$ cat src/rtl/regfile_wb_sched.sv
// Writeback scheduler and hazard scoreboard in front of the Registers block.
// Shares the single register-file write port between returning loads and ALU
// results. ALU results that cannot be written immediately wait in a small FIFO.
// A scoreboard of in-flight load destinations drives the decode stall.
module regfile_wb_sched #(
    parameter int WIDTH      = 32,
    parameter int REG_AW     = 3,
    parameter int FIFO_DEPTH = 2
) (
    input  logic             i_clk,
    input  logic             i_reset,
    input  logic             i_alu_valid,
    input  logic [4:0]       i_alu_rd,
    input  logic [WIDTH-1:0] i_alu_data,
    output logic             o_alu_ready,
    input  logic             i_ld_issue,
    input  logic [4:0]       i_ld_issue_rd,
    input  logic             i_ld_valid,
    input  logic [4:0]       i_ld_rd,
    input  logic [WIDTH-1:0] i_ld_data,
    input  logic [4:0]       i_rs_a,
    input  logic [4:0]       i_rs_b,
    input  logic [4:0]       i_rd,
    output logic             o_stall,
    output logic             o_regwrite,
    output logic [4:0]       o_wr_addr,
    output logic [WIDTH-1:0] o_wr_data,
    output logic             o_sb_err
);

    localparam int PW   = (FIFO_DEPTH > 1) ? $clog2(FIFO_DEPTH) : 1;
    localparam int CW   = PW + 1;
    localparam int NREG = 1 << REG_AW;
    localparam logic [CW-1:0] DEPTH_C = CW'(FIFO_DEPTH);

    // Register indices as seen by the register file (upper address bits alias away)
    logic [REG_AW-1:0] alu_idx;
    logic [REG_AW-1:0] ld_idx;
    logic [REG_AW-1:0] issue_idx;
    logic [REG_AW-1:0] rs_a_idx;
    logic [REG_AW-1:0] rs_b_idx;
    logic [REG_AW-1:0] rd_idx;
    logic              unused_addr_bits;

    assign alu_idx   = i_alu_rd[REG_AW-1:0];
    assign ld_idx    = i_ld_rd[REG_AW-1:0];
    assign issue_idx = i_ld_issue_rd[REG_AW-1:0];
    assign rs_a_idx  = i_rs_a[REG_AW-1:0];
    assign rs_b_idx  = i_rs_b[REG_AW-1:0];
    assign rd_idx    = i_rd[REG_AW-1:0];
    assign unused_addr_bits = ^{i_alu_rd[4:REG_AW], i_ld_rd[4:REG_AW], i_ld_issue_rd[4:REG_AW],
                                i_rs_a[4:REG_AW], i_rs_b[4:REG_AW], i_rd[4:REG_AW]};

    // ALU holding FIFO
    logic [REG_AW-1:0] fifo_rd_q   [FIFO_DEPTH];
    logic [REG_AW-1:0] fifo_rd_d   [FIFO_DEPTH];
    logic [WIDTH-1:0]  fifo_data_q [FIFO_DEPTH];
    logic [WIDTH-1:0]  fifo_data_d [FIFO_DEPTH];
    logic [PW-1:0]     rd_ptr_q, rd_ptr_d;
    logic [PW-1:0]     wr_ptr_q, wr_ptr_d;
    logic [CW-1:0]     count_q, count_d;

    // Scoreboard and registered write port
    logic [NREG-1:0]   pending_q, pending_d;
    logic              sb_err_q, sb_err_d;
    logic              regwrite_q, regwrite_d;
    logic [4:0]        wr_addr_q, wr_addr_d;
    logic [WIDTH-1:0]  wr_data_q, wr_data_d;

    // Arbitration scratch
    logic              alu_acc;
    logic              push;
    logic              pop;
    logic              win;
    logic [REG_AW-1:0] win_rd;
    logic [WIDTH-1:0]  win_data;
    logic [PW-1:0]     scan_idx;

    assign o_alu_ready = (count_q < DEPTH_C);
    assign o_regwrite  = regwrite_q;
    assign o_wr_addr   = wr_addr_q;
    assign o_wr_data   = wr_data_q;
    assign o_sb_err    = sb_err_q;

    // Pick the write-port winner (load, then FIFO head, then a direct ALU result) and update the FIFO
    always_comb begin
        fifo_rd_d   = fifo_rd_q;
        fifo_data_d = fifo_data_q;
        rd_ptr_d    = rd_ptr_q;
        wr_ptr_d    = wr_ptr_q;
        regwrite_d  = 1'b0;
        wr_addr_d   = wr_addr_q;
        wr_data_d   = wr_data_q;
        push        = 1'b0;
        pop         = 1'b0;
        win         = 1'b0;
        win_rd      = '0;
        win_data    = '0;
        alu_acc     = i_alu_valid & o_alu_ready;

        if (i_ld_valid) begin
            win      = 1'b1;
            win_rd   = ld_idx;
            win_data = i_ld_data;
            push     = alu_acc;
        end else if (count_q != '0) begin
            win      = 1'b1;
            win_rd   = fifo_rd_q[rd_ptr_q];
            win_data = fifo_data_q[rd_ptr_q];
            pop      = 1'b1;
            push     = alu_acc;
        end else if (alu_acc) begin
            win      = 1'b1;
            win_rd   = alu_idx;
            win_data = i_alu_data;
        end

        regwrite_d = win && (win_rd != '0);
        if (win) begin
            wr_addr_d = {{(5-REG_AW){1'b0}}, win_rd};
            wr_data_d = win_data;
        end

        if (push) begin
            fifo_rd_d[wr_ptr_q]   = alu_idx;
            fifo_data_d[wr_ptr_q] = i_alu_data;
            wr_ptr_d              = wr_ptr_q + 1'b1;
        end
        if (pop) begin
            rd_ptr_d = rd_ptr_q + 1'b1;
        end
        count_d = count_q + CW'(push) - CW'(pop);
    end

    // Scoreboard: a returning load clears its bit, a new issue sets one (set wins on a collision)
    always_comb begin
        pending_d = pending_q;
        sb_err_d  = sb_err_q;
        if (i_ld_valid) begin
            if (!pending_q[ld_idx]) begin
                sb_err_d = 1'b1;
            end
            pending_d[ld_idx] = 1'b0;
        end
        if (i_ld_issue && (issue_idx != '0)) begin
            pending_d[issue_idx] = 1'b1;
        end
    end

    // Decode stall from registered state: pending loads, queued ALU results, and the write in flight
    always_comb begin
        o_stall  = 1'b0;
        scan_idx = '0;
        if ((rs_a_idx != '0) && pending_q[rs_a_idx]) o_stall = 1'b1;
        if ((rs_b_idx != '0) && pending_q[rs_b_idx]) o_stall = 1'b1;
        if ((rd_idx   != '0) && pending_q[rd_idx])   o_stall = 1'b1;
        for (int k = 0; k < FIFO_DEPTH; k++) begin
            if (CW'(k) < count_q) begin
                scan_idx = rd_ptr_q + PW'(k);
                if ((fifo_rd_q[scan_idx] == rs_a_idx) || (fifo_rd_q[scan_idx] == rs_b_idx)) begin
                    o_stall = 1'b1;
                end
            end
        end
        if (regwrite_q && ((wr_addr_q[REG_AW-1:0] == rs_a_idx) || (wr_addr_q[REG_AW-1:0] == rs_b_idx))) begin
            o_stall = 1'b1;
        end
    end

    // State registers; reset empties the FIFO, clears the scoreboard and idles the write port
    always_ff @(posedge i_clk or posedge i_reset) begin
        if (i_reset) begin
            fifo_rd_q   <= '{default: '0};
            fifo_data_q <= '{default: '0};
            rd_ptr_q    <= '0;
            wr_ptr_q    <= '0;
            count_q     <= '0;
            pending_q   <= '0;
            sb_err_q    <= 1'b0;
            regwrite_q  <= 1'b0;
            wr_addr_q   <= '0;
            wr_data_q   <= '0;
        end else begin
            fifo_rd_q   <= fifo_rd_d;
            fifo_data_q <= fifo_data_d;
            rd_ptr_q    <= rd_ptr_d;
            wr_ptr_q    <= wr_ptr_d;
            count_q     <= count_d;
            pending_q   <= pending_d;
            sb_err_q    <= sb_err_d;
            regwrite_q  <= regwrite_d;
            wr_addr_q   <= wr_addr_d;
            wr_data_q   <= wr_data_d;
        end
    end

endmodule
$ cat config.mk
export PLATFORM = sky130hd
export DESIGN_NAME = regfile_wb_sched
export DESIGN_NICKNAME = d
export VERILOG_FILES = /design/src/rtl/regfile_wb_sched.sv
export SDC_FILE = /design/constraint.sdc
export NUM_CORES = 1
export LEC_CHECK = 0
export CORE_MARGIN = 3
export CORE_UTILIZATION = 54
export DETAILED_ROUTE_END_ITERATION = 12
export PLACE_DENSITY = 0.86
export SLEW_MARGIN = 20
export SYNTH_ARGS = -nofsm -noshare
export SYNTH_HDL_FRONTEND = slang
export SYNTH_SLANG_ARGS = --single-unit
$ cat constraint.sdc
create_clock -name i_clk -period 12.5 [get_ports i_clk]
set_input_delay 2.5 -clock i_clk [delete_from_list [all_inputs] [get_ports i_clk]]
set_output_delay 2.5 -clock i_clk [all_outputs]
set_load 0.02 [all_outputs]
==> metrics.txt <==
yosys warns=0; Top delay family on crit path=buffers and inverters; wire length per cell=19.6 um; Global Route Usage Sum=23.8%; Max Fclk=0.138 GHz; Worst Setup SP=i_rs_b[0]; cells along the critical path=clkdlybuf4s50_1, mux4_2, nand2_1, o21ai_0, a211oi_1, o2111ai_1, clkdlybuf4s50_1; met2 usage=40.7%; Sw Ratio=32.4%; CTS Buf Count=17; Post-Synthesis Cells=479; DR iter-0 viols=424; clk_lat worst skew=510 ps; Final WS setup=5240 ps; most instantiated cells after synthesis=119 x dfrtp_1, 99 x mux2_2, 28 x a222oi_1, 22 x nor2_2, 20 x a21oi_2; ratio of cells with drive above 1 in the final layout=31.9%; Worst-Margin Slew=1040 ps; Static Leak=3.23 nW; Crit path buffers/inverters=2; fin. max-slew vios=0; switching power=656 uW; met3 usage=6.41%; Yosys reg bits=119; synth unique cells=41; Remaining Overflow, GRT=0; sequential fraction of design power=35.1%; CTS hold repair buffers=0; nature of the critical path endpoint=primary output; Die ar.=12,500 um^2; Most Crowded Layer GR=met2; DRC Markers=0; NumNets Final=693; Routed Antenna Nets=0; Area Growth Syn to Fin=31.4%; Area after DPL=7250 um^2; Req. time, crit path=10,000 ps; cell repeated most along the worst path=clkdlybuf4s50_1; Placer Congestion=0.821; pin count of the biggest net entering global routing=80; Max Clock Skew=7.48 ps; Main synth FF type=dfrtp_1; clock sink count=119; crit-path max cell delay=690 ps; WP data arrival=4760 ps; Setup Buffers After CTS=0; grt met1 use=29.7%; ant diodes=0; register area share after synthesis=49.3%; Tmin final=7260 ps; global-route wire length before repair=24.0 mm; Hold Slack=495 ps; io pins=140; CTS H-tree lvls=4; Syn Area/Cell=12.6 um^2; count leader, synth=dfrtp_1; Worst slew margin=30.4%; top cells by area, synth=dfrtp_1 49%, mux2_2 18%, a222oi_1 4.6%, a21oi_2 2.9%, xnor2_1 2.3%; Place WS=5240 ps; Worst setup SP type=input port; outcome=finished, final reports clean; internal power=1.37 mW; post-route clock period utilization=58.0%; first-pass iteration count of the detailed router=7; post-DP HPWL=9.43 mm; Crit Path Max Fanout=6; vias in the first global route=4,739; Comb power frac=38.0%; Yosys top cell by area=dfrtp_1; Post-synth ARST share=100%; core box area=10,600 um^2; antenna violations before repair=0; row count=37; root buffer cell=clkbuf_8; via count=4,413; Final TNS setup=0 ps; kind of critical path=input port to primary output; initial core utilization=57.0%; clock power share=26.9%; Max Cap Violations=0; Power Dens Cells=255 nW/um^2; die extent in y=112 um; worst r2r src=count_q[0]$_DFF_PP0_; CTS resizes=0; clk slew on worst S/H paths=50 ps; worst vdd ir=0.151 mV; Clock Tree Buf Depth=2; Cell Area, Synth=6040 um^2; hold_sp=fifo_data_q[56]$_DFFE_PP0P_; TritonCTS clock tree=built; mean number of vias per cell=5.96; top-area cell type share of the netlist area=49.3%; Slowest-stage cell, CP=clkdlybuf4s50_1; EDFF count, synth=0; IO Port Bufs=125; RSZ-0062 raised after global routing=false; Hold WC Path Type=flop to flop; final wirelength=14.5 mm; final setup vio count=0; Fin. Hold Viols=0; Chip Width=112 um; post-route cell area=7940 um^2
==> cells in the final DEF (no fill, tap or decap), types with 7 or more instances in the layout <==
cell,n
nor2_1,17
clkbuf_16,16
xnor2_1,16
a222oi_1,28
clkdlybuf4s50_1,124
a21oi_2,20
mux2_2,99
a211oi_1,7
o21ai_0,14
nor2_2,22
mux2i_1,12
dfrtp_1,118
a21oi_1,17
nand2_1,10
nor3_1,7
==> per-stage QoR <==
stage | total power, mW | cells | utilization, %
finish | 2.03 | 741 | 74.9
global route | 2.13 | 741 | 74.9
CTS | 2.03 | 740 | 74.6
detailed placement | 1.48 | 708 | 68.4
global placement | 1.43 | 708 | 68.4
floorplan | 1.23 | 480 | -
==> flip-flops by register name, summed over array words and instances, names as in the netlist, 2 cells and up <==
signal and cells:
fifo_data_q 64, fifo_rd_q 6, count_q 2, pending_q 8, o_wr_addr 3, o_wr_data 32
==> layer usage <==
| metal | up-vias | routed length (um) | share of wire [%] |
|---|---|---|---|
| met5 | - | 0 | 0 |
| met3 | 20 | 1010 | 6.9 |
| met1 | 2203 | 5870 | 41 |
| met2 | 195 | 7370 | 51 |
| met4 | 0 | 238 | 1.6 |
| li1 | 1995 | - | - |
==> power groups by stage <==
stage	logic (mW)	clock network [mW]	registers (mW)
final	0.770	0.545	0.711
after global placement	0.737	0	0.696
after floorplan	0.510	0	0.723
after detailed placement	0.763	0	0.712
after global routing	0.830	0.569	0.736
after CTS	0.772	0.550	0.711
==> kinds of logic after synthesis <==
family	Yosys count	synth area share, %
XOR/XNOR	22	3.19
multiplexers	118	22.9
AO/OA/AOI/OAI	98	12.7
buffers and inverters	44	4.54
AND/OR/NAND/NOR	75	6.90
other	1	0.0621
adder cells (fa/ha/maj)	2	0.414
flip-flops	119	49.3
==> path summary, 6_finish.rpt <==
path,slack (ps),depth (start not counted),endpoint
max,5240,7,o_stall
min,490,1,fifo_data_q[56]$_DFFE_PP0P_
max reg2reg,9530,8,count_q[1]$_DFF_PP0_
min reg2reg,490,1,fifo_data_q[56]$_DFFE_PP0P_
max in group asynchronous,8680,3,rd_ptr_q$_DFFE_PP0P_
min in group asynchronous,2380,2,o_wr_data[16]$_DFFE_PP0P_
==> layout make-up <==
| type | count | area, um^2 |
|---|---|---|
| sequential | 119 | 2980 |
| inverter | 7 | 28.8 |
| clock inverter | 12 | 224 |
| multi-input combinational | 317 | 2800 |
| timing repair buffer | 130 | 1300 |
| clock buffer | 20 | 435 |
| fill | 686 | 2660 |
| tap | 136 | 170 |
(Power assumes the default switching activity.)
